`src/rtl/hc595_frame_monitor_pkg.sv`:
```
// Shared 74HC595 attenuator link definitions: attenuator patterns, frame size and wire bit map.
package hc595_frame_monitor_pkg;

    localparam int unsigned FRAME_BITS = 8;
    localparam int unsigned ATT_W      = 6;
    localparam int unsigned IDX_W      = 4;
    localparam int unsigned CNT_W      = 4;

    localparam logic [ATT_W-1:0] ATT_PAT_0 = 6'b000000;
    localparam logic [ATT_W-1:0] ATT_PAT_1 = 6'b000010;
    localparam logic [ATT_W-1:0] ATT_PAT_2 = 6'b000110;
    localparam logic [ATT_W-1:0] ATT_PAT_3 = 6'b001001;
    localparam logic [ATT_W-1:0] ATT_PAT_4 = 6'b001100;
    localparam logic [ATT_W-1:0] ATT_PAT_5 = 6'b110001;
    localparam logic [ATT_W-1:0] ATT_PAT_6 = 6'b011110;
    localparam logic [ATT_W-1:0] ATT_PAT_7 = 6'b101100;
    localparam logic [ATT_W-1:0] ATT_PAT_8 = 6'b111011;
    localparam logic [ATT_W-1:0] ATT_PAT_9 = 6'b111110;

    // Storage-register bit positions; wire order MSB first is {0, A4, A3, A5, A1, A0, A2, 0}
    localparam int unsigned POS_GUARD_HI = 7;
    localparam int unsigned POS_A4       = 6;
    localparam int unsigned POS_A3       = 5;
    localparam int unsigned POS_A5       = 4;
    localparam int unsigned POS_A1       = 3;
    localparam int unsigned POS_A0       = 2;
    localparam int unsigned POS_A2       = 1;
    localparam int unsigned POS_GUARD_LO = 0;

    typedef enum logic [1:0] {
        S_IDLE  = 2'd0,
        S_SHIFT = 2'd1,
        S_CHECK = 2'd2
    } mon_state_t;

    function automatic logic [ATT_W-1:0] frame_to_att(input logic [FRAME_BITS-1:0] f);
        frame_to_att = {f[POS_A5], f[POS_A4], f[POS_A3], f[POS_A2], f[POS_A1], f[POS_A0]};
    endfunction

endpackage

```
`src/rtl/hc595_att_decode.sv`:
```
// Maps a 6-bit attenuator pattern back to its index 0..9; hit_c is low for unknown patterns.
module hc595_att_decode
    import hc595_frame_monitor_pkg::*;
(
    input  logic [ATT_W-1:0] pat,
    output logic             hit_c,
    output logic [IDX_W-1:0] idx_c
);

    always_comb begin
        hit_c = 1'b1;
        idx_c = '0;
        case (pat)
            ATT_PAT_0: idx_c = 4'd0;
            ATT_PAT_1: idx_c = 4'd1;
            ATT_PAT_2: idx_c = 4'd2;
            ATT_PAT_3: idx_c = 4'd3;
            ATT_PAT_4: idx_c = 4'd4;
            ATT_PAT_5: idx_c = 4'd5;
            ATT_PAT_6: idx_c = 4'd6;
            ATT_PAT_7: idx_c = 4'd7;
            ATT_PAT_8: idx_c = 4'd8;
            ATT_PAT_9: idx_c = 4'd9;
            default:   hit_c = 1'b0;
        endcase
    end

endmodule

```
`src/rtl/hc595_frame_monitor.sv`:
```
// Loopback checker for the 74HC595 attenuator link: rebuilds shift/storage registers
// from oversampled pins and decodes each latched frame to an attenuation index.
module hc595_frame_monitor
    import hc595_frame_monitor_pkg::*;
#(
    parameter int unsigned SYNC_STAGES = 2,
    parameter int unsigned TIMEOUT     = 255
) (
    input  logic                  i_clk,
    input  logic                  i_rst_n,
    input  logic                  i_SER,
    input  logic                  i_SRCLK,
    input  logic                  i_RCLK,
    input  logic                  i_SRCLR_n,
    output logic [FRAME_BITS-1:0] o_shift_q,
    output logic [FRAME_BITS-1:0] o_latch_q,
    output logic [IDX_W-1:0]      o_att_idx,
    output logic                  o_valid,
    output logic                  o_change,
    output logic                  o_err_len,
    output logic                  o_err_code
);

    localparam int unsigned TMO_W = (TIMEOUT < 2) ? 1 : $clog2(TIMEOUT + 1);
    localparam int unsigned LAST  = SYNC_STAGES - 1;

    logic [SYNC_STAGES-1:0] ser_s, srclk_s, rclk_s, clr_s;
    logic                   srclk_d, rclk_d;
    logic                   sr_rise_c, rc_rise_c, clr_c;
    logic [FRAME_BITS-1:0]  shift_q, shift_nx_c, latch_q;
    logic [CNT_W-1:0]       cnt_q, cnt_nx_c;
    logic [TMO_W-1:0]       tmo_q;
    logic [IDX_W-1:0]       att_idx_q, dec_idx_c;
    logic                   dec_hit_c;
    mon_state_t             state_q;

    // Pin synchronizers plus one delayed copy of the last stage for edge detection
    always_ff @(posedge i_clk or negedge i_rst_n) begin
        if (!i_rst_n) begin
            ser_s   <= '0;
            srclk_s <= '0;
            rclk_s  <= '0;
            clr_s   <= '1;
            srclk_d <= 1'b0;
            rclk_d  <= 1'b0;
        end else begin
            ser_s   <= {ser_s[SYNC_STAGES-2:0], i_SER};
            srclk_s <= {srclk_s[SYNC_STAGES-2:0], i_SRCLK};
            rclk_s  <= {rclk_s[SYNC_STAGES-2:0], i_RCLK};
            clr_s   <= {clr_s[SYNC_STAGES-2:0], i_SRCLR_n};
            srclk_d <= srclk_s[LAST];
            rclk_d  <= rclk_s[LAST];
        end
    end

    assign sr_rise_c = srclk_s[LAST] & ~srclk_d;
    assign rc_rise_c = rclk_s[LAST] & ~rclk_d;
    assign clr_c     = ~clr_s[LAST];

    // Shift register and bit count as the 595 would see them this cycle; clear beats shift
    always_comb begin
        shift_nx_c = shift_q;
        cnt_nx_c   = cnt_q;
        if (clr_c) begin
            shift_nx_c = '0;
            cnt_nx_c   = '0;
        end else if (sr_rise_c) begin
            shift_nx_c = {shift_q[FRAME_BITS-2:0], ser_s[LAST]};
            cnt_nx_c   = (cnt_q == '1) ? cnt_q : cnt_q + CNT_W'(1);
        end
    end

    hc595_att_decode u_decode (
        .pat   (frame_to_att(latch_q)),
        .hit_c (dec_hit_c),
        .idx_c (dec_idx_c)
    );

    always_ff @(posedge i_clk or negedge i_rst_n) begin
        if (!i_rst_n) begin
            state_q    <= S_IDLE;
            shift_q    <= '0;
            latch_q    <= '0;
            cnt_q      <= '0;
            tmo_q      <= '0;
            att_idx_q  <= '0;
            o_valid    <= 1'b0;
            o_change   <= 1'b0;
            o_err_len  <= 1'b0;
            o_err_code <= 1'b0;
        end else begin
            o_valid    <= 1'b0;
            o_change   <= 1'b0;
            o_err_len  <= 1'b0;
            o_err_code <= 1'b0;
            shift_q    <= shift_nx_c;
            cnt_q      <= cnt_nx_c;
            case (state_q)
                S_IDLE: begin
                    if (rc_rise_c) begin
                        latch_q <= shift_nx_c;
                        state_q <= S_CHECK;
                    end else if (sr_rise_c && !clr_c) begin
                        tmo_q   <= TMO_W'(TIMEOUT);
                        state_q <= S_SHIFT;
                    end
                end
                S_SHIFT: begin
                    if (rc_rise_c) begin
                        latch_q <= shift_nx_c;
                        state_q <= S_CHECK;
                    end else if (clr_c) begin
                        state_q <= S_IDLE;
                    end else if (sr_rise_c) begin
                        tmo_q <= TMO_W'(TIMEOUT);
                    end else if (tmo_q == '0) begin
                        o_err_len <= 1'b1;
                        cnt_q     <= '0;
                        state_q   <= S_IDLE;
                    end else begin
                        tmo_q <= tmo_q - TMO_W'(1);
                    end
                end
                S_CHECK: begin
                    cnt_q   <= '0;
                    state_q <= S_IDLE;
                    if (cnt_q != CNT_W'(FRAME_BITS)) begin
                        o_err_len <= 1'b1;
                    end else if (latch_q[POS_GUARD_HI] || latch_q[POS_GUARD_LO] || !dec_hit_c) begin
                        o_err_code <= 1'b1;
                    end else begin
                        att_idx_q <= dec_idx_c;
                        o_valid   <= 1'b1;
                        o_change  <= (dec_idx_c != att_idx_q);
                    end
                end
                default: state_q <= S_IDLE;
            endcase
        end
    end

    assign o_shift_q = shift_q;
    assign o_latch_q = latch_q;
    assign o_att_idx = att_idx_q;

endmodule
```
`config.mk`:
```
export PLATFORM = sky130hd
export DESIGN_NAME = hc595_frame_monitor
export DESIGN_NICKNAME = d
export VERILOG_FILES = /design/src/rtl/hc595_frame_monitor_pkg.sv /design/src/rtl/hc595_att_decode.sv /design/src/rtl/hc595_frame_monitor.sv
export SDC_FILE = /design/constraint.sdc
export NUM_CORES = 1
export LEC_CHECK = 0
export ABC_AREA = 1
export BUFFER_PORTS_ARGS = -buffer_cell sky130_fd_sc_hd__buf_2
export CAP_MARGIN = 20
export CORE_ASPECT_RATIO = 0.8
export CORE_MARGIN = 2
export CORE_UTILIZATION = 57
export DETAILED_ROUTE_END_ITERATION = 10
export PLACE_DENSITY = 0.79
export SLEW_MARGIN = 10
export SYNTH_ARGS = -nofsm -noshare
export SYNTH_HDL_FRONTEND = slang
export SYNTH_HIERARCHICAL = 1
export SYNTH_SLANG_ARGS = --single-unit
export TNS_END_PERCENT = 30
```
`constraint.sdc`:
```
create_clock -name i_clk -period 2 [get_ports i_clk]
set_input_delay 0.2 -clock i_clk [delete_from_list [all_inputs] [get_ports i_clk]]
set_output_delay 0.2 -clock i_clk [all_outputs]
set_load 0.02 [all_outputs]
```
==> flow_metrics.env, run 1 <==
export IMPL_status="finished, violations left"
export IMPL_endpoint="o_att_idx[1]$_DFFE_PN0P_"
export IMPL_grt_pass1_vias=1900
export IMPL_dr_wl_met2_mm=2.11
export IMPL_die_w_um=76.8
export IMPL_final_common_cell="nand2_1"
export IMPL_synth_nets=316
export IMPL_hold_worst_slack_ns=-0.0188
export IMPL_total_leakage_power_nw=1.51
export IMPL_synth_cell_types=27
export IMPL_clock_skew_ns=0.00743
export IMPL_grt_usage_pct=21.3
export IMPL_arrival_ns=1.91
export IMPL_routedWlPerCell_um=11.5
export IMPL_clk_pin_slew_worst_paths_ns=0.09
export IMPL_syn_inst=304
export IMPL_grt_overflow=0
export IMPL_num_vias=2020
export IMPL_r2r_slack_ns=0.33
export IMPL_routed_wl_mm=4.58
export IMPL_hold_viol=46
export IMPL_crit_path_max_fanout=6
export IMPL_rr_worst_depth=11
export IMPL_crit_top_cell="nand2_1"
export IMPL_synth_seq_cells=48
export IMPL_portBuffers=29
export IMPL_max_freq_mhz=598
export IMPL_drive_above_1_share_pct=17.5
export IMPL_worstSetupStartpointType="flip-flop"
export IMPL_clock_sinks=48
export IMPL_clkPwrFrac_pct=18.2
export IMPL_start_util_pct=58.5
export IMPL_clockBufferDepth=2
export IMPL_rows=21
export IMPL_power_mw=3.28
export IMPL_vias_per_cell=5.05
export IMPL_min_period_ns=1.67
export IMPL_cts_buffers_inserted=5
export IMPL_nets=354
export IMPL_drtIter0Drc=129
export IMPL_wl_met3_um=207
export IMPL_hpwl_mm=3.35
export IMPL_area_growth_pct=13.7
export IMPL_wirelength_met1_mm=2.22
export IMPL_critPathCaptureType="flip-flop"
export IMPL_setup_viol=0
export IMPL_worst_r2r_startpoint="o_latch_q[2]$_DFFE_PN0P_"
export IMPL_grt_antenna_before_repair=0
export IMPL_timing_final_crit_share_pct=83.6
export IMPL_slew_headroom_pct=62.0
export IMPL_design_die_area_um2=4780
export IMPL_power_switching_mw=1.38
export IMPL_final_cell_mix="nand2_1, dfrtp_1, nor2_1"
export IMPL_routabilityCongestion=0.885
export IMPL_cts_tree="done"
export IMPL_ant_nets=0
export IMPL_p_int_mw=1.90
export IMPL_dr_pass1_iters=4
export IMPL_cts_setup_buffers=0
export IMPL_slowest_stage="dfrtp_1"
export IMPL_failed_checks="negative hold slack"
export IMPL_finalMaxSlewViolations=0
export IMPL_path_cells="nor2_1 > nand3_1 > nand2_1 > nor2_1 > nand3_1 > nand3_1 > inv_1 > nand2_1 > inv_1 > nand2_1 > nand2_1"
export IMPL_pwr_share_comb_pct=39.6
export IMPL_cp_required_ns=2.24
export IMPL_worstMarginPinSlew_ns=0.571
export IMPL_power_frac_seq_pct=42.1
export IMPL_worst_r2r_endpoint="o_att_idx[1]$_DFFE_PN0P_"
export IMPL_crit_type="reg2reg"
export IMPL_netlist_area_um2=2410
export IMPL_avgSynthCellArea_um2=7.94
export IMPL_synth_xor_area_share_pct=1.81
export IMPL_grt_max_degree=49
export IMPL_fp_dieH_um=62.2
export IMPL_swShare_pct=42.0
export IMPL_insertion_delay_ns=0.30
export IMPL_ctsResizeCount=0
export IMPL_final_util_pct=66.5
export IMPL_synthMuxAreaShare_pct=0
export IMPL_crit_start="o_latch_q[2]$_DFFE_PN0P_"
export IMPL_core_area_um2=4130
export IMPL_synth_top_family_by_area="simple AND/OR/NAND/NOR gates"
export IMPL_grt_pass1_wl_mm=8.25
export IMPL_power_density_nw_per_um2=1190
export IMPL_htreeDepth=2
export IMPL_top_layer="met4"
export IMPL_antenna_cells=0
export IMPL_rsz0062_at_grt="no"
export IMPL_slowest_delay_ns=0.45
export IMPL_drc=0
export IMPL_io_pins=30
export IMPL_synthSimpleGateAreaFrac_pct=31.9
export IMPL_hold_class="in2async"
export IMPL_fin_tns_setup_ns=0
export IMPL_yosysSeqAreaShare_pct=49.8
export IMPL_clockRootBuffer="clkbuf_8"
export IMPL_synth_fa_ha_area_share_pct=3.11
export IMPL_maxCapViolCount=0
export IMPL_peakVddDrop_mv=0.754
export IMPL_yosysWarnings=6
export IMPL_synth_compound_area_share_pct=5.91
worst max-delay path: cells and delay by family (launching register included):
kind,cells,cell delay [ns]
simple gates,9,0.93
flops,1,0.45
buf+inv,2,0.23
registers in the layout, indices dropped and copies added, names as in the netlist:
name,cells
o_latch_q,8
o_shift_q,8
tmo_q,8
cnt_q,4
o_att_idx,4
clr_s,2
rclk_s,2
ser_s,2
srclk_s,2
state_q,2
o_change,1
o_err_code,1
o_err_len,1
o_valid,1
rclk_d,1
srclk_d,1
power by group through the flow:
| stage | Sequential [mW] | Clock, mW | Combinational [mW] |
|---|---|---|---|
| floorplan | 1.44 | 0 | 0.960 |
| global placement | 1.39 | 0 | 1.25 |
| detailed placement | 1.39 | 0 | 1.28 |
| CTS | 1.38 | 0.616 | 1.30 |
| global route | 1.42 | 0.662 | 1.49 |
| finish | 1.38 | 0.598 | 1.30 |
timing repair:
action,4_1_cts,5_1_grt
endpoints found under the setup margin,0,0
hold buffers,3,1
hold endpoints to repair,3,1
cell families (layout without fill, tap and decap cells):
logic type                 count (synthesis)  after routing
adders and majority gates                  6              6
AOI/OAI and AO/OA                         25             25
xor gates and xnor gates                   5              5
and+or+nand+nor                          177            177
buffers and inverters                     43             82
DFF                                       48             48
metal layers:
metal,global-route usage [%],vias to the layer above
met5,0,-
met4,6.36,0
met3,6.25,5
met2,34.3,41
met1,28.2,940
li1,-,1034
synthesized netlist by cell type (all sizes together):
master | number | area share, %
nand3b | 2 | 0.62
o211ai | 1 | 0.31
nand3 | 29 | 6.0
a21oi | 7 | 1.5
dfrtp | 46 | 48
nand2 | 95 | 15
ha | 6 | 3.1
xor2 | 2 | 0.73
a31oi | 1 | 0.26
inv | 40 | 6.2
buf | 3 | 1.2
nand4 | 5 | 1.3
nor3b | 1 | 0.31
a21boi | 1 | 0.31
o21ai | 15 | 3.6
nor2 | 43 | 7.7
dfstp | 2 | 2.2
nor3 | 2 | 0.41
xnor2 | 3 | 1.1
final cells by class:
cell class / count / area (um2)
Fill cell: 359 / 1380
Sequential cell: 48 / 1200
Multi-Input combinational cell: 213 / 1030
Timing Repair Buffer: 34 / 193
Inverter: 40 / 150
Clock buffer: 6 / 82.6
Tap cell: 57 / 71.3
Clock inverter: 2 / 13.8
metrics by stage:
stage	setup WS [ns]	cell area [um2]	instances
floorplan	0.487	2410	304
global placement	0.373	2610	388
detailed placement	0.364	2610	388
CTS	0.339	2740	399
global route	0.108	2750	400
finish	0.327	2750	400
worst min path at each step:
stage	end	slack, ns
floorplan	cnt_q[0]$_DFF_PN0_	-0.1
global placement	clr_s[0]$_DFF_PN1_	0.31
detailed placement	ser_s[0]$_DFF_PN0_	0.31
CTS	cnt_q[2]$_DFF_PN0_	0.001
global route	srclk_s[0]$_DFF_PN0_	0.03
finish	srclk_s[0]$_DFF_PN0_	-0.02
Power figures use the tool's default switching activity.
==> run 2, diff against run 1 <==
--- a/config.mk
+++ b/config.mk
@@ -5,14 +5,14 @@
 export SDC_FILE = /design/constraint.sdc
 export NUM_CORES = 1
 export LEC_CHECK = 0
-export ABC_AREA = 1
+export ABC_AREA = 0
 export BUFFER_PORTS_ARGS = -buffer_cell sky130_fd_sc_hd__buf_2
 export CAP_MARGIN = 20
 export CORE_ASPECT_RATIO = 0.8
 export CORE_MARGIN = 2
-export CORE_UTILIZATION = 57
+export CORE_UTILIZATION = 52
 export DETAILED_ROUTE_END_ITERATION = 10
-export PLACE_DENSITY = 0.79
+export PLACE_DENSITY = 0.75
 export SLEW_MARGIN = 10
 export SYNTH_ARGS = -nofsm -noshare
 export SYNTH_HDL_FRONTEND = slang
==> constraint.sdc (replaced) <==
create_clock -name i_clk -period 1.4 [get_ports i_clk]
set_input_delay 0.14 -clock i_clk [delete_from_list [all_inputs] [get_ports i_clk]]
set_output_delay 0.14 -clock i_clk [all_outputs]
set_load 0.02 [all_outputs]
==> flow_metrics.env, run 2 <==
export IMPL_fin_tns_setup_ns=-7.96
export IMPL_worstSetupStartpointType="flip-flop"
export IMPL_syn_inst=226
export IMPL_crit_path_max_fanout=5
export IMPL_synth_top_area_cell="dfrtp_1"
export IMPL_dp_slack_ns=-0.606
export IMPL_stdcell_count=372
export IMPL_grt_max_degree=49
export IMPL_worstMarginPinSlew_ns=0.431
export IMPL_final_cell_mix="buf_4, dfrtp_1, buf_2"
export IMPL_finalMaxSlewViolations=0
export IMPL_slew_headroom_pct=71.0
export IMPL_clock_sinks=48
export IMPL_clkPwrFrac_pct=25.0
export IMPL_synth_top_area_share_pct=45.5
export IMPL_setup_viol=30
export IMPL_synth_most_common_cell="dfrtp_1"
export IMPL_portBuffers=29
export IMPL_power_switching_mw=1.08
export IMPL_rows=22
export IMPL_rr_worst_depth=6
export IMPL_area_growth_pct=35.0
export IMPL_final_common_cell="buf_4"
export IMPL_synth_nets=238
export IMPL_crit_start="o_latch_q[4]$_DFFE_PN0P_"
export IMPL_crit_type="reg2reg"
export IMPL_worst_r2r_startpoint="o_latch_q[4]$_DFFE_PN0P_"
export IMPL_synth_cell_types=62
export IMPL_netlist_area_um2=2530
export IMPL_fin_ws_ns=-0.611
export IMPL_drtIter0Drc=101
export IMPL_hold_worst_slack_ns=0.335
export IMPL_ys_top_cells_by_count="dfrtp_1, nand2_1, nor2_1, inv_1, mux2_4"
export IMPL_path_delay_family="simple AND/OR/NAND/NOR gates"
export IMPL_yosysWarnings=6
export IMPL_path_cells="or3b_1 > a211o_1 > or3b_4 > nand2_4 > nor2_4 > mux2_4"
export IMPL_routabilityCongestion=0.814
export IMPL_grt_overflow=0
export IMPL_grt_antenna_before_repair=0
export IMPL_min_period_ns=2.01
export IMPL_hold_viol=0
export IMPL_maxCapViolCount=0
export IMPL_clockRootBuffer="clkbuf_8"
export IMPL_slowest_stage="dfrtp_2"
export IMPL_p_int_mw=2.42
export IMPL_htreeDepth=2
export IMPL_antenna_cells=0
export IMPL_num_vias=2017
export IMPL_num_fill_cells=321
export IMPL_core_area_um2=4620
export IMPL_vias_per_cell=5.42
export IMPL_fp_dieH_um=66.4
export IMPL_arrival_ns=2.20
export IMPL_critPathCaptureType="flip-flop"
export IMPL_io_pins=30
export IMPL_clockBufferDepth=2
export IMPL_total_leakage_power_nw=1.55
export IMPL_power_density_nw_per_um2=1020
export IMPL_timing_final_crit_share_pct=144
export IMPL_drc=0
export IMPL_nets=323
export IMPL_avgSynthCellArea_um2=11.2
export IMPL_worst_r2r_endpoint="o_att_idx[3]$_DFFE_PN0P_"
export IMPL_ant_nets=0
export IMPL_final_util_pct=73.9
export IMPL_drive_above_1_share_pct=47.1
export IMPL_cts_buffers_inserted=5
export IMPL_rsz0062_at_grt="yes"
export IMPL_routed_wl_mm=5.52
export IMPL_status="finished, violations left"
export IMPL_slowest_delay_ns=0.43
export IMPL_dr_pass1_iters=4
export IMPL_die_w_um=82.0
export IMPL_yosysSeqAreaShare_pct=47.5
export IMPL_synth_edff_count=0
export IMPL_synth_flop_cell="dfrtp_1"
export IMPL_peakVddDrop_mv=0.888
export IMPL_grt_pass1_vias=2005
export IMPL_routedWlPerCell_um=14.8
export IMPL_grt_pass1_wl_mm=9.27
export IMPL_max_freq_mhz=497
export IMPL_hpwl_mm=3.90
export IMPL_swShare_pct=30.8
export IMPL_r2r_slack_ns=-0.61
export IMPL_clock_skew_ns=0.00520
export IMPL_hold_class="in2async"
export IMPL_placed_cells=356
export IMPL_insertion_delay_ns=0.30
export IMPL_cp_required_ns=1.59
export IMPL_power_frac_seq_pct=45.6
export IMPL_cts_tree="done"
export IMPL_design_die_area_um2=5450
export IMPL_start_util_pct=54.8
export IMPL_failed_checks="negative setup slack"
export IMPL_synthTopCellsByArea="dfrtp_1, mux2_4, nand2_1, ha_1, dfstp_2"
export IMPL_grt_usage_pct=22.5
export IMPL_pwr_share_comb_pct=29.3
export IMPL_clk_pin_slew_worst_paths_ns=0.09
export IMPL_synth_seq_cells=48
export IMPL_crit_buf_inv=0
export IMPL_synthArstFlopShare_pct=100
## run 2: kinds of logic (layout without fill, tap and decap cells)
| group | count (synthesis) | in the layout | share of synthesized area (%) |
|---|---|---|---|
| XOR/XNOR | 6 | 6 | 2.08 |
| buffers and inverters | 20 | 106 | 4.69 |
| AO/OA/AOI/OAI | 40 | 40 | 12.9 |
| multiplexers | 18 | 18 | 9.09 |
| AND/OR/NAND/NOR | 88 | 88 | 20.8 |
| adder cells (fa/ha/maj) | 6 | 6 | 2.96 |
| flip-flops | 48 | 48 | 47.5 |
## run 2: through the flow
| step | power (mW) | area, um2 |
|---|---|---|
| floorplan | 2.18 | 2610 |
| global placement | 2.48 | 3170 |
| detailed placement | 2.52 | 3170 |
| CTS | 3.46 | 3370 |
| global route | 3.69 | 3420 |
| finish | 3.49 | 3420 |
## run 2: final cells by class
cell class	instances	area, um2	area share (%)
clock buffer	6	82.6	2.41
clock inverter	2	13.8	0.402
inverter	9	33.8	0.988
multi-input combinational	158	1350	39.6
sequential	48	1210	35.3
tap	60	75.1	2.20
timing repair buffer	89	653	19.1
## run 2: worst max-delay path by stage
stage | to | slack (ns) | cells after the start
floorplan | o_att_idx[0]$_DFFE_PN0P_ | -0.59 | 6
global placement | o_att_idx[1]$_DFFE_PN0P_ | -0.58 | 6
detailed placement | o_att_idx[0]$_DFFE_PN0P_ | -0.61 | 6
CTS | o_att_idx[3]$_DFFE_PN0P_ | -0.59 | 6
global route | o_att_idx[1]$_DFFE_PN0P_ | -0.67 | 6
finish | o_att_idx[3]$_DFFE_PN0P_ | -0.61 | 6
## run 2: timing repair
action                                  4_1_cts  5_1_grt
setup buffers                                 3        0
gates cloned                                  0        0
hold buffers                                  5        0
endpoints found under the setup margin       30       34
hold endpoints to repair                     50        0
pin swaps                                    12        9
resized for setup                             7       14
## run 2: metal layers
metal,global-route usage [%],wire [um]
met1,31.8,2630
met2,34.2,2540
met5,0,0
met4,6.67,65
met3,5.33,279
## run 2: worst reg2reg max path: stages, from the launching register on
cell	delay [ns]
dfrtp_2	0.43
or3b_1	0.37
a211o_1	0.29
or3b_4	0.26
nand2_4	0.05
nor2_4	0.18
mux2_4	0.32
## run 2: power groups by stage
stage                     Clock [mW]  Sequential (mW)  Combinational [mW]
after floorplan                    0             1.64               0.538
after detailed placement           0             1.62               0.902
after global placement             0             1.61               0.871
final                          0.874             1.59                1.02
after global routing           0.962             1.61                1.11
after CTS                      0.895             1.59               0.976
